$ cat src/rtl/mouse_tracker_if.sv
// -----------------------------------------------------------------------------
// mouse_tracker_if
//   Groups the PS/2 pin pair and the decoded cursor outputs of mouse_tracker.
//   master : the PS/2 device side / consumer (drives pins, reads cursor)
//   slave  : mouse_tracker itself (reads pins, drives cursor)
// Signals:
//   ps2_clk, ps2_data      raw PS/2 pins, asynchronous to the system clock
//   xpos, ypos [8:0]       absolute cursor position, unsigned
//   leftclick              left-button level from the last accepted packet
//   packet_valid           one-cycle pulse when a packet is applied
//   frame_err              one-cycle pulse on a rejected frame or timeout
// -----------------------------------------------------------------------------
interface mouse_tracker_if;
  logic       ps2_clk;
  logic       ps2_data;
  logic [8:0] xpos;
  logic [8:0] ypos;
  logic       leftclick;
  logic       packet_valid;
  logic       frame_err;

  modport master (
    output ps2_clk, ps2_data,
    input  xpos, ypos, leftclick, packet_valid, frame_err
  );

  modport slave (
    input  ps2_clk, ps2_data,
    output xpos, ypos, leftclick, packet_valid, frame_err
  );
endinterface

$ cat src/rtl/mouse_tracker.sv
// -----------------------------------------------------------------------------
// mouse_tracker
//   Decodes standard 3-byte PS/2 mouse movement packets and integrates them
//   into a clamped 9-bit absolute cursor position plus left-button level.
// Ports:
//   clk    system clock (only clock in the block)
//   reset  asynchronous, active-low reset
//   bus    mouse_tracker_if.slave: ps2_clk/ps2_data in; xpos, ypos,
//          leftclick, packet_valid, frame_err out (all outputs registered)
// -----------------------------------------------------------------------------
module mouse_tracker #(
  parameter int X_MIN   = 0,
  parameter int X_MAX   = 319,
  parameter int Y_MIN   = 0,
  parameter int Y_MAX   = 239,
  parameter int X_INIT  = 160,
  parameter int Y_INIT  = 120,
  parameter int TIMEOUT = 50000
) (
  input logic            clk,
  input logic            reset,
  mouse_tracker_if.slave bus
);

  localparam int TW = $clog2(TIMEOUT + 1);

  localparam logic signed [10:0] X_MIN_S = 11'(X_MIN);
  localparam logic signed [10:0] X_MAX_S = 11'(X_MAX);
  localparam logic signed [10:0] Y_MIN_S = 11'(Y_MIN);
  localparam logic signed [10:0] Y_MAX_S = 11'(Y_MAX);

  // SHIFT takes the 8 data bits and the parity bit; CHECK waits for the stop
  // bit and validates the frame on that same edge so a completed packet is
  // visible on the very next cycle.
  typedef enum logic [1:0] {
    S_IDLE,
    S_SHIFT,
    S_CHECK
  } state_e;

  // Only the byte0 fields that matter are kept.
  typedef struct packed {
    logic y_ovf;
    logic x_ovf;
    logic y_sign;
    logic x_sign;
    logic left;
  } hdr_t;

  // ---------------------------------------------------------------------------
  // Input synchronizers and falling-edge detect
  // ---------------------------------------------------------------------------
  logic clk_s1_q, clk_s2_q, clk_s3_q;
  logic dat_s1_q, dat_s2_q;
  logic fall;

  // NOTE: the synchronizers reset to 1 (idle bus) so releasing reset while
  // the pins are idle never fabricates a falling edge.
  always_ff @(posedge clk or negedge reset) begin
    if (!reset) begin
      clk_s1_q <= 1'b1;
      clk_s2_q <= 1'b1;
      clk_s3_q <= 1'b1;
      dat_s1_q <= 1'b1;
      dat_s2_q <= 1'b1;
    end else begin
      clk_s1_q <= bus.ps2_clk;
      clk_s2_q <= clk_s1_q;
      clk_s3_q <= clk_s2_q;
      dat_s1_q <= bus.ps2_data;
      dat_s2_q <= dat_s1_q;
    end
  end

  assign fall = clk_s3_q & ~clk_s2_q;

  // ---------------------------------------------------------------------------
  // State
  // ---------------------------------------------------------------------------
  state_e          state_q, state_d;
  logic [3:0]      bit_cnt_q, bit_cnt_d;
  logic [8:0]      sr_q, sr_d;          // {parity, data[7:0]} after 9 shifts
  logic [TW-1:0]   to_cnt_q, to_cnt_d;
  logic [1:0]      idx_q, idx_d;
  hdr_t            hdr_q, hdr_d;
  logic [7:0]      byte1_q, byte1_d;
  logic [8:0]      xpos_q, xpos_d;
  logic [8:0]      ypos_q, ypos_d;
  logic            left_q, left_d;
  logic            pv_q, pv_d;
  logic            fe_q, fe_d;

  logic            byte_ok;
  logic [7:0]      rx_byte;
  logic signed [10:0] dx, dy, nx, ny;

  function automatic logic [8:0] clamp(input logic signed [10:0] v,
                                       input logic signed [10:0] lo,
                                       input logic signed [10:0] hi);
    if (v < lo)      return lo[8:0];
    else if (v > hi) return hi[8:0];
    else             return v[8:0];
  endfunction

  // Packet arithmetic: byte2 is the live received byte when index is 2.
  assign rx_byte = sr_q[7:0];
  assign dx = {{3{hdr_q.x_sign}}, byte1_q};
  assign dy = {{3{hdr_q.y_sign}}, rx_byte};
  assign nx = $signed({2'b00, xpos_q}) + dx;
  // PS/2 y points up, screen y points down.
  assign ny = $signed({2'b00, ypos_q}) - dy;

  // NOTE: every signal assigned here gets a default first so no path can
  // leave it unassigned and infer a latch.
  always_comb begin
    state_d   = state_q;
    bit_cnt_d = bit_cnt_q;
    sr_d      = sr_q;
    to_cnt_d  = to_cnt_q;
    idx_d     = idx_q;
    hdr_d     = hdr_q;
    byte1_d   = byte1_q;
    xpos_d    = xpos_q;
    ypos_d    = ypos_q;
    left_d    = left_q;
    pv_d      = 1'b0;
    fe_d      = 1'b0;
    byte_ok   = 1'b0;

    // Byte receiver
    case (state_q)
      S_IDLE: begin
        to_cnt_d = '0;
        if (fall) begin
          if (!dat_s2_q) begin
            state_d   = S_SHIFT;
            bit_cnt_d = '0;
          end else begin
            fe_d = 1'b1;          // bad start bit
          end
        end
      end
      S_SHIFT: begin
        if (fall) begin
          sr_d      = {dat_s2_q, sr_q[8:1]};   // LSB first
          bit_cnt_d = bit_cnt_q + 4'd1;
          if (bit_cnt_q == 4'd8) state_d = S_CHECK;
        end
      end
      S_CHECK: begin
        if (fall) begin
          state_d = S_IDLE;
          // Odd parity over data+parity, and stop must be 1.
          if ((^sr_q) && dat_s2_q) begin
            byte_ok = 1'b1;
          end else begin
            fe_d  = 1'b1;
            idx_d = 2'd0;
          end
        end
      end
      default: state_d = S_IDLE;
    endcase

    // Frame timeout: a falling edge always wins over the terminal count.
    if (state_q != S_IDLE) begin
      if (fall) begin
        to_cnt_d = '0;
      end else if (to_cnt_q == TW'(TIMEOUT)) begin
        fe_d     = 1'b1;
        state_d  = S_IDLE;
        idx_d    = 2'd0;
        to_cnt_d = '0;
      end else begin
        to_cnt_d = to_cnt_q + 1'b1;
      end
    end

    // Packet assembler
    if (byte_ok) begin
      case (idx_q)
        2'd0: begin
          // bit3 is always 1 in a header byte; anything else is misaligned.
          if (rx_byte[3]) begin
            hdr_d = '{y_ovf: rx_byte[7], x_ovf: rx_byte[6], y_sign: rx_byte[5],
                      x_sign: rx_byte[4], left: rx_byte[0]};
            idx_d = 2'd1;
          end
        end
        2'd1: begin
          byte1_d = rx_byte;
          idx_d   = 2'd2;
        end
        default: begin
          idx_d  = 2'd0;
          pv_d   = 1'b1;
          left_d = hdr_q.left;
          if (!hdr_q.x_ovf) xpos_d = clamp(nx, X_MIN_S, X_MAX_S);
          if (!hdr_q.y_ovf) ypos_d = clamp(ny, Y_MIN_S, Y_MAX_S);
        end
      endcase
    end
  end

  // NOTE: sequential state uses non-blocking assignments only, so every flop
  // samples the pre-edge value of every other flop.
  always_ff @(posedge clk or negedge reset) begin
    if (!reset) begin
      state_q   <= S_IDLE;
      bit_cnt_q <= '0;
      sr_q      <= '0;
      to_cnt_q  <= '0;
      idx_q     <= 2'd0;
      hdr_q     <= '0;
      byte1_q   <= '0;
      xpos_q    <= 9'(X_INIT);
      ypos_q    <= 9'(Y_INIT);
      left_q    <= 1'b0;
      pv_q      <= 1'b0;
      fe_q      <= 1'b0;
    end else begin
      state_q   <= state_d;
      bit_cnt_q <= bit_cnt_d;
      sr_q      <= sr_d;
      to_cnt_q  <= to_cnt_d;
      idx_q     <= idx_d;
      hdr_q     <= hdr_d;
      byte1_q   <= byte1_d;
      xpos_q    <= xpos_d;
      ypos_q    <= ypos_d;
      left_q    <= left_d;
      pv_q      <= pv_d;
      fe_q      <= fe_d;
    end
  end

  assign bus.xpos         = xpos_q;
  assign bus.ypos         = ypos_q;
  assign bus.leftclick    = left_q;
  assign bus.packet_valid = pv_q;
  assign bus.frame_err    = fe_q;

endmodule

$ cat src/flat_wrapper.sv
// flat-port wrapper written by rule: the top's interface ports become plain ports
module mouse_tracker_flat 
#(
  parameter int X_MIN   = 0,
  parameter int X_MAX   = 319,
  parameter int Y_MIN   = 0,
  parameter int Y_MAX   = 239,
  parameter int X_INIT  = 160,
  parameter int Y_INIT  = 120,
  parameter int TIMEOUT = 50000
)
  (clk, reset, bus_ps2_clk, bus_ps2_data, bus_xpos, bus_ypos, bus_leftclick, bus_packet_valid, bus_frame_err);
  mouse_tracker_if bus_i ();
  input logic clk;
  input logic reset;
  input wire logic [$bits(bus_i.ps2_clk)-1:0] bus_ps2_clk;
  input wire logic [$bits(bus_i.ps2_data)-1:0] bus_ps2_data;
  output wire logic [$bits(bus_i.xpos)-1:0] bus_xpos;
  output wire logic [$bits(bus_i.ypos)-1:0] bus_ypos;
  output wire logic [$bits(bus_i.leftclick)-1:0] bus_leftclick;
  output wire logic [$bits(bus_i.packet_valid)-1:0] bus_packet_valid;
  output wire logic [$bits(bus_i.frame_err)-1:0] bus_frame_err;
  assign bus_i.ps2_clk = bus_ps2_clk;
  assign bus_i.ps2_data = bus_ps2_data;
  assign bus_xpos = bus_i.xpos;
  assign bus_ypos = bus_i.ypos;
  assign bus_leftclick = bus_i.leftclick;
  assign bus_packet_valid = bus_i.packet_valid;
  assign bus_frame_err = bus_i.frame_err;
  mouse_tracker #(.X_MIN(X_MIN), .X_MAX(X_MAX), .Y_MIN(Y_MIN), .Y_MAX(Y_MAX), .X_INIT(X_INIT), .Y_INIT(Y_INIT), .TIMEOUT(TIMEOUT)) u_core (.clk(clk), .reset(reset), .bus(bus_i));
endmodule
$ cat config.mk
export PLATFORM = sky130hd
export DESIGN_NAME = mouse_tracker_flat
export DESIGN_NICKNAME = d
export VERILOG_FILES = /design/src/rtl/mouse_tracker_if.sv /design/src/rtl/mouse_tracker.sv /design/src/flat_wrapper.sv
export SDC_FILE = /design/constraint.sdc
export NUM_CORES = 1
export LEC_CHECK = 0
export BUFFER_PORTS_ARGS = -buffer_cell sky130_fd_sc_hd__buf_2
export CAP_MARGIN = 20
export CORE_MARGIN = 3
export CORE_UTILIZATION = 57
export CTS_BUF_LIST = sky130_fd_sc_hd__clkbuf_2
export DETAILED_ROUTE_END_ITERATION = 8
export GPL_TIMING_DRIVEN = 0
export MAX_ROUTING_LAYER = met4
export PLACE_DENSITY = 0.87
export SLEW_MARGIN = 30
export SYNTH_ARGS = -nofsm -noshare
export SYNTH_HDL_FRONTEND = slang
export SYNTH_SLANG_ARGS = --single-unit
$ cat constraint.sdc
create_clock -name clk -period 2.7 [get_ports clk]
set_input_delay 0.54 -clock clk [delete_from_list [all_inputs] [get_ports clk]]
set_output_delay 0.54 -clock clk [all_outputs]
set_load 0.05 [all_outputs]
# ---- After elaboration in Yosys (flattened, before gate mapping)
# Cells that the tools add are included.
# Widths: inputs -> output; s select.
dict set report classes {
  n_addsub 4
  magnitude_cmp 4
  eq_ne 8
  muxes 43
  n_bitwise 5
  n_reduce_logical 15
}
# operator count
set op_table {}
lappend op_table {{$mux 16} 4}
lappend op_table {{$mux 9} 4}
lappend op_table {{$mux 2} 16}
lappend op_table {{$lt 11x1->1 const B} 2}
lappend op_table {{$add 16x1->16 const B} 1}
lappend op_table {{$eq 16x16->1 const B} 1}
lappend op_table {{$mux 1} 12}
lappend op_table {{$mux 4} 3}
lappend op_table {{$add 10x9->11} 1}
lappend op_table {{$gt 11x10->1 const B} 1}
lappend op_table {{$gt 11x9->1 const B} 1}
lappend op_table {{$sub 10x9->11} 1}
lappend op_table {{$reduce_and 3->1} 3}
lappend op_table {{$reduce_xor 9->1} 1}
lappend op_table {{$pmux 4 s2} 1}
lappend op_table {{$pmux 2 s3} 1}
lappend op_table {{$reduce_and 2->1} 3}
lappend op_table {{$reduce_bool 2->1} 3}
lappend op_table {{$add 4x1->4 const B} 1}
lappend op_table {{$eq 2x1->1 const B} 2}
lappend op_table {{$eq 4x4->1 const B} 1}
lappend op_table {{$logic_not 2->1} 2}
lappend op_table {{$ne 2x1->1 const B} 2}
lappend op_table {{$not 1->1} 4}
lappend op_table {{8 further kinds} 8}
dict set report totals {
  register_bits 72
  inputBits 4
  output_inout_bits 21
  wordCells 100
}

# ---- Depth between registers and ports, before layout
# Gate-level depths: netlist of the first run.
dict set report logic_depth {
  word_depth 11
  ltp_mapped 10
  ltp_nobuf 10
}

# ---- Least setup slack after synthesis of the first run
# Ideal clock, no wire load.
dict set report synth_path {
  path_kind {register to register}
  from {register u_core.ypos_q[4] (netlist: u_core.bus.ypos[4])}
  to {register u_core.ypos_q[4] (netlist: u_core.bus.ypos[4])}
  setup_ns 0.062
  arrival_time_ns 2.819
  t_required_ns 2.638
  setup_slack_ns -0.180
  stages_incl_launch_ff 8
  path_buffers 0
  period_less_slack_ns 2.880
  path_cell_list {dfstp_2 > ha_1 > and2_4 > a221o_1 > or4_4 > and3_1 > a2111oi_4 > a31o_1}
}
dict set report synth_between {
  elab_chain_cells 4
  word_cells_on_any_way 5
  classes_between {add/sub (1); order compare (2); mux (2)}
}
# item line_no
set synth_rtl {}
lappend synth_rtl {{start, declared} mouse_tracker.sv:88} ;# logic [8:0] ypos_q, ypos_d;
lappend synth_rtl {{start signal, assigned} mouse_tracker.sv:217} ;# ypos_q <= 9'(Y_INIT);
lappend synth_rtl {{start signal, assigned} mouse_tracker.sv:230} ;# ypos_q <= ypos_d;
lappend synth_rtl {{$sub 10x9->11 *} mouse_tracker.sv:111} ;# assign ny = $signed({2'b00, ypos_q}) - dy;
lappend synth_rtl {{$gt 11x9->1} mouse_tracker.sv:101} ;# else if (v > hi) return hi[8:0];
lappend synth_rtl {{$mux 9} mouse_tracker.sv:101}
lappend synth_rtl {{$mux 9 *} mouse_tracker.sv:100} ;# if (v < lo) return lo[8:0];
# Every way passes the cells marked *; elsewhere a longest branch is shown, timed or not.
# A chain may end at the register's enable or synchronous reset.

# ---- Worst setup path in the final report of the first run
# Ends and elaborated chain as after synthesis.

==> reports/metrics.cfg, run 1 <==
[outcome]
outcome=completed

[clocking]
cts_inserted_buffers=9
htree_num_levels=3
numClockSinks=72
cts_tree=done
clock_latency_ns=0.51
root_buffer=clkbuf_2
clk_pin_slew_ns=0.20
clockBufferDepth=2

[route]
vias=3168
wl_per_cell_um=15.0
ant_nets=0
drt-initial-drc-count=142
wirelength_mm=8.32
drc=0
viasPerCell=5.70
drtPass1Iterations=4

[placed_design]
io_buffer_count=24
gp_routability_congestion=0.889
hpwl_mm=5.98
dpl_cell_area_um2=4450
placed_cells=536
pre_cts_ws_ns=-0.194

[cells_and_area]
finalInstanceArea_um2=4680
final_cells=556
layout.nets=485
fin_util=0.678
fillers=542
seq_area_um2=1820
syn_to_final_growth_pct=12.9
multiInputGateArea_um2=2310
drive_gt1_frac=0.204
n_antenna_cell=0

[power]
ir_worst_vdd_uv=624
p_per_area_nw_per_um2=764
finalPower_mw=3.58
p_leak_nw=2.14

[worst_setup_path]
worst-path-buf-inv=1
critPathMaxStageDelay_ns=0.61
critPathCaptureType=flop
worstPathArrival_ns=3.14
path_cells=ha_4 > and2_4 > a221o_1 > or4_4 > and3_4 > a2111oi_4 > buf_6 > a31o_1
required_ns=3.18
ff2ff_path_depth=8
rrSetupSlack_ns=0.03
r2r-end=u_core.bus.ypos[4]
reg2reg_from=u_core.bus.ypos[4]
cp_slowest_cell=dfstp_2
crit_type=reg -> reg
path_max_fanout=8
worstSetupStartpointType=flop
path_delay_family=compound AO/OA/AOI/OAI gates

[global_routing]
grt.total_usage=0.214
grtUsageMet3=0.0646
antenna_found_initial=0
grt-busiest-layer=met2
gr-total-overflow=0
grt_util_met2=0.331
met1_usage=0.269
grt_pass1_vias=3102
grt_pass1_wl_mm=14.1
grt_max_degree=53

[floorplanning]
ios=25
die_area_um2=8340
coreArea_um2=6910
rows=30
dieHeight_um=91.3
die_w_um=91.3
start_util=0.601

[timing]
post-route-min-period_ns=2.67
setup_tns_ns=0
final_hold_viol_count=0
post-route-period-util=0.988
hold_slack_ns=0.110
maxSlewViolCount=0
skew_ns=0.0302
setup_viol_count_final=0
relSlewSlack=0.587
tightest_slew_ns=0.619
fmax_mhz=375
finalWorstSetupSlack_ns=0.0312
grt_setup_unrepaired=true

[logic_synthesis]
synth_top_cell_area_share=0.368
synthFlopType=dfrtp_1
async_flop_share=1.00
synth_warnings=0
synth_seq_cells=72
synth-seq-area-share=0.438
yosysMostFrequentCell=dfrtp_1
synthCells=415
netlist_area_um2=4150
netlist_top_cells_count=61 x dfrtp_1, 36 x nand2_1, 31 x nor2_1
ys_types=57
synthesis.nets=445
synth-edff-count=0
synth_area_leaders=dfrtp_1 37%, ha_1 7.2%, dfstp_2 7.0%
yosys.area.top_type=dfrtp_1
syn_avg_cell_area_um2=9.99

[min_path]
min_from=bus_ps2_data
hold_class=in -> reg
worstHoldPathCells=1
worstHoldEndpoint=u_core.dat_s1_q

[run]
maxCapViolCount=0

-- per-layer routing --
layer / vias to the layer above / part of all wire
li1: 1571 / -
met1: 1521 / 0.46
met2: 56 / 0.48
met3: 20 / 0.035
met4: 0 / 0.022
met5: - / 0
-- kinds of logic (layout without fill, tap and decap cells) --
family          count (synthesis)  in the layout  synth area share
fa+ha+maj                      26             26            0.0821
simple gates                  128            128             0.158
buf+inv                        37             82            0.0338
mux                            19             19            0.0489
compound gates                100            100             0.167
flops                          72             72             0.438
xor+xnor                       33             33            0.0730
-- worst register-to-register path: cells and delay by family, from the launching register on --
family | cells | cell delay (ns)
buffers and inverters | 1 | 0.19
and+or+nand+nor | 3 | 0.80
adders and majority gates | 1 | 0.22
AOI/OAI and AO/OA | 3 | 0.82
DFF | 1 | 0.61
-- state kept, by name, summed over array words and instances, names as in the netlist, 3 cells and up --
name,count
u_core.hdr_q,3
u_core.to_cnt_q,16
u_core.sr_q,9
u_core.bus.ypos,9
u_core.byte1_q,8
u_core.bus.xpos,9
u_core.bit_cnt_q,4
-- where the power goes --
| group | internal (mW) | switching, mW | leakage (nW) |
|---|---|---|---|
| clock network | 0.204 | 0.371 | 0.0628 |
| registers | 1.21 | 0.126 | 0.937 |
| logic | 0.738 | 0.937 | 1.14 |
-- how the worst max path moves through the flow --
stage / from / end / slack [ns] / cells after the start
5_1_grt: u_core.bus.ypos[4] / u_core.bus.ypos[4] / -0.03 / 8
6_report: u_core.bus.ypos[4] / u_core.bus.ypos[4] / 0.03 / 8
3_3_place_gp: u_core.sr_q[4] / u_core.bus.ypos[4] / -0.15 / 8
4_1_cts: u_core.bus.xpos[0] / u_core.bus.xpos[4] / 0.002 / 8
2_1_floorplan: u_core.bus.ypos[4] / u_core.bus.ypos[4] / -0.12 / 7
3_5_place_dp: u_core.sr_q[4] / u_core.bus.ypos[1] / -0.19 / 8
-- placed cells by master, fill, tap and decap left out, drive strengths merged, types with 9 or more instances in the layout --
cell    netlist  routed
mux2i         9       9
mux2         10      10
nand2        36      36
dfstp        11      11
clkbuf        8      16
a211oi        9       9
dfrtp        61      61
o21ai        28      28
a22o         10      10
ha           24      24
xor2         12      12
o211ai        9       9
buf           1      30
a21oi        18      18
and2          9       9
inv          28      28
nor2         31      31
xnor2        20      20
-- cell type report --
class / instances / share of cell area
plain buffers: 8 / 0.00694
clock buffers: 9 / 0.00962
clock inverters: 7 / 0.0134
inverters: 28 / 0.0224
multi-input cells: 306 / 0.493
flip-flops and latches: 72 / 0.388
well taps: 96 / 0.0256
repair buffers: 30 / 0.0414
-- repair_timing --
item | 4_1_cts | 5_1_grt
hold buffers | 1 | 0
pin swaps | 1 | 4
endpoints found under the setup margin | 15 | 31
resized for setup | 4 | 18
buffers inserted | 2 | 2
endpoints found under the hold margin | 18 | 0
Power figures use the tool's default switching activity.
==> inputs of run 2 (changes only) <==
CORE_UTILIZATION = 45   (was 57)
PLACE_DENSITY = 0.73   (was 0.87)
SETUP_SLACK_MARGIN = 0.3   (was not set)
==> reports/metrics.cfg, run 2 (synthesized netlist as in run 1, its figures left out) <==
[outcome]
outcome=completed

[clocking]
cts_tree=done
numClockSinks=72  ; unchanged
cts_inserted_buffers=9  ; unchanged
clk_pin_slew_ns=0.23  ; +0.03 ns
clockBufferDepth=2  ; unchanged
clock_latency_ns=0.53  ; +0.02 ns
root_buffer=clkbuf_2
htree_num_levels=3  ; unchanged

[timing]
final_hold_viol_count=0  ; unchanged
setup_viol_count_final=0  ; unchanged
post-route-period-util=0.984  ; -0.00482
post-route-min-period_ns=2.66  ; -0.0130 ns
skew_ns=0.0354  ; +0.00527 ns
maxSlewViolCount=0  ; unchanged
tightest_slew_ns=0.623  ; +0.00401 ns
fmax_mhz=377  ; +0.49%
relSlewSlack=0.584  ; -0.00267
grt_setup_unrepaired=true

[placed_design]
io_buffer_count=24  ; unchanged
dpl_cell_area_um2=4520  ; +1.6%
gp_routability_congestion=0.928  ; +4.4%
hpwl_mm=6.36  ; +6.2%

[worst_setup_path]
critPathCaptureType=flop
cp_slowest_cell=dfstp_2
ff2ff_path_depth=8  ; unchanged
worstSetupStartpointType=flop
path_cells=ha_4 > and2_4 > a221o_1 > or3_1 > and4_4 > a2111oi_4 > buf_6 > a31o_1
path_max_fanout=8  ; unchanged
worstPathArrival_ns=3.13  ; about the same
required_ns=3.17  ; about the same
rrSetupSlack_ns=0.04  ; about the same
reg2reg_from=u_core.bus.ypos[4]
critPathMaxStageDelay_ns=0.60  ; about the same
r2r-end=u_core.bus.ypos[4]
crit_type=reg -> reg

[run]
maxCapViolCount=0  ; unchanged

[global_routing]
grt.total_usage=0.183  ; -0.0315
grt_pass1_vias=3083  ; -0.61%
grtUsageMet3=0.0362  ; -0.0284
met1_usage=0.245  ; -0.0239
grt-busiest-layer=met2
grt_max_degree=40  ; -25%
grt_pass1_wl_mm=14.7  ; +4.3%
antenna_found_initial=0  ; unchanged
grt_util_met2=0.275  ; -0.0562
gr-total-overflow=0  ; unchanged

[cells_and_area]
layout.nets=501  ; +3.3%
final_common_cell=dfrtp_1
largest_reg_flops=16  ; unchanged
n_antenna_cell=0  ; unchanged
seq_area_um2=1820  ; +0.28%
multiInputGateArea_um2=2390  ; +3.7%
fillers=796  ; +47%
drive_gt1_frac=0.265  ; +0.0604
syn_to_final_growth_pct=18.1
layout_common_cells=55 x dfrtp_1, 36 x nand2_1, 31 x nor2_1, 26 x inv_1, 25 x o21ai_0
regMostFlops=u_core.to_cnt_q
finalInstanceArea_um2=4900  ; +4.5%

[floorplanning]
die_area_um2=10400  ; +25%
dieHeight_um=102  ; +12%
rows=34  ; +13%
die_w_um=102  ; +12%
coreArea_um2=8850  ; +28%
start_util=0.469  ; -0.132
ios=25  ; unchanged

[min_path]
min_from=bus_ps2_clk
worstHoldEndpoint=u_core.clk_s1_q
worstHoldPathCells=1  ; unchanged
hold_class=in -> reg

[power]
p_per_area_nw_per_um2=743  ; -2.8%
ir_worst_vdd_uv=522  ; -16%
finalPower_mw=3.64  ; +1.6%
p_leak_nw=2.22  ; +3.7%

[route]
drtPass1Iterations=4  ; unchanged
viasPerCell=5.59  ; -1.8%
wl_per_cell_um=14.9  ; -0.15%
wirelength_mm=8.72  ; +4.9%
drc=0  ; unchanged
ant_nets=0  ; unchanged
vias=3266  ; +3.1%
drt-initial-drc-count=123  ; -13%

run 2: through the flow:
step	util	hold WS (ns)	TNS, ns	cells	setup WS, ns
2_1_floorplan	-	0.244	-0.761	415	-0.119
3_3_place_gp	0.509	0.346	-0.661	547	-0.105
3_5_place_dp	0.511	0.347	-1.50	548	-0.213
4_1_cts	0.542	0.0271	0	576	0.0699
5_1_grt	0.553	0.00101	-0.0927	584	-0.0508
6_report	0.553	0.0663	0	584	0.0442
run 2: critical path: cells and delay by family (launching register included):
kind	cells	cell delay, ns
buf+inv	1	0.18
simple gates	3	0.74
flops	1	0.60
fa+ha+maj	1	0.20
compound gates	3	0.89
run 2: timing repair:
item | CTS | global route
endpoints found under the setup margin | 28 | 34
hold endpoints to repair | 27 | 0
pin swaps | 15 | 11
resized for setup | 19 | 11
buffers inserted | 11 | 8
hold buffers | 1 | 0
run 2: final cells by class:
cell class              instances  area share
clock inverters                 6     0.00869
clock buffers                  10      0.0102
inverters                      28      0.0215
plain buffers                   9     0.00996
flip-flops and latches         72       0.372
repair buffers                 45      0.0611
well taps                     108      0.0276
multi-input cells             306       0.489
run 2: how the worst max path moves through the flow:
stage	endpoint	startpoint	slack (ns)	depth (start not counted)
after floorplan	u_core.bus.ypos[4]	u_core.bus.ypos[4]	-0.12	7
after global placement	u_core.bus.ypos[4]	u_core.sr_q[4]	-0.10	8
after detailed placement	u_core.bus.ypos[0]	u_core.sr_q[4]	-0.21	8
after CTS	u_core.bus.ypos[4]	u_core.bus.ypos[4]	0.07	8
after global routing	u_core.bus.ypos[4]	u_core.bus.ypos[0]	-0.05	12
final	u_core.bus.ypos[4]	u_core.bus.ypos[4]	0.04	8
run 2: where the power goes:
part / switching, mW / internal (mW)
registers: 0.123 / 1.21
clock network: 0.413 / 0.128
logic: 0.945 / 0.823
run 2: per-layer routing:
layer / up-vias / wire length [µm]
li1: 1602 / -
met1: 1582 / 4160
met2: 68 / 4090
met3: 14 / 318
met4: 0 / 149
met5: - / 0
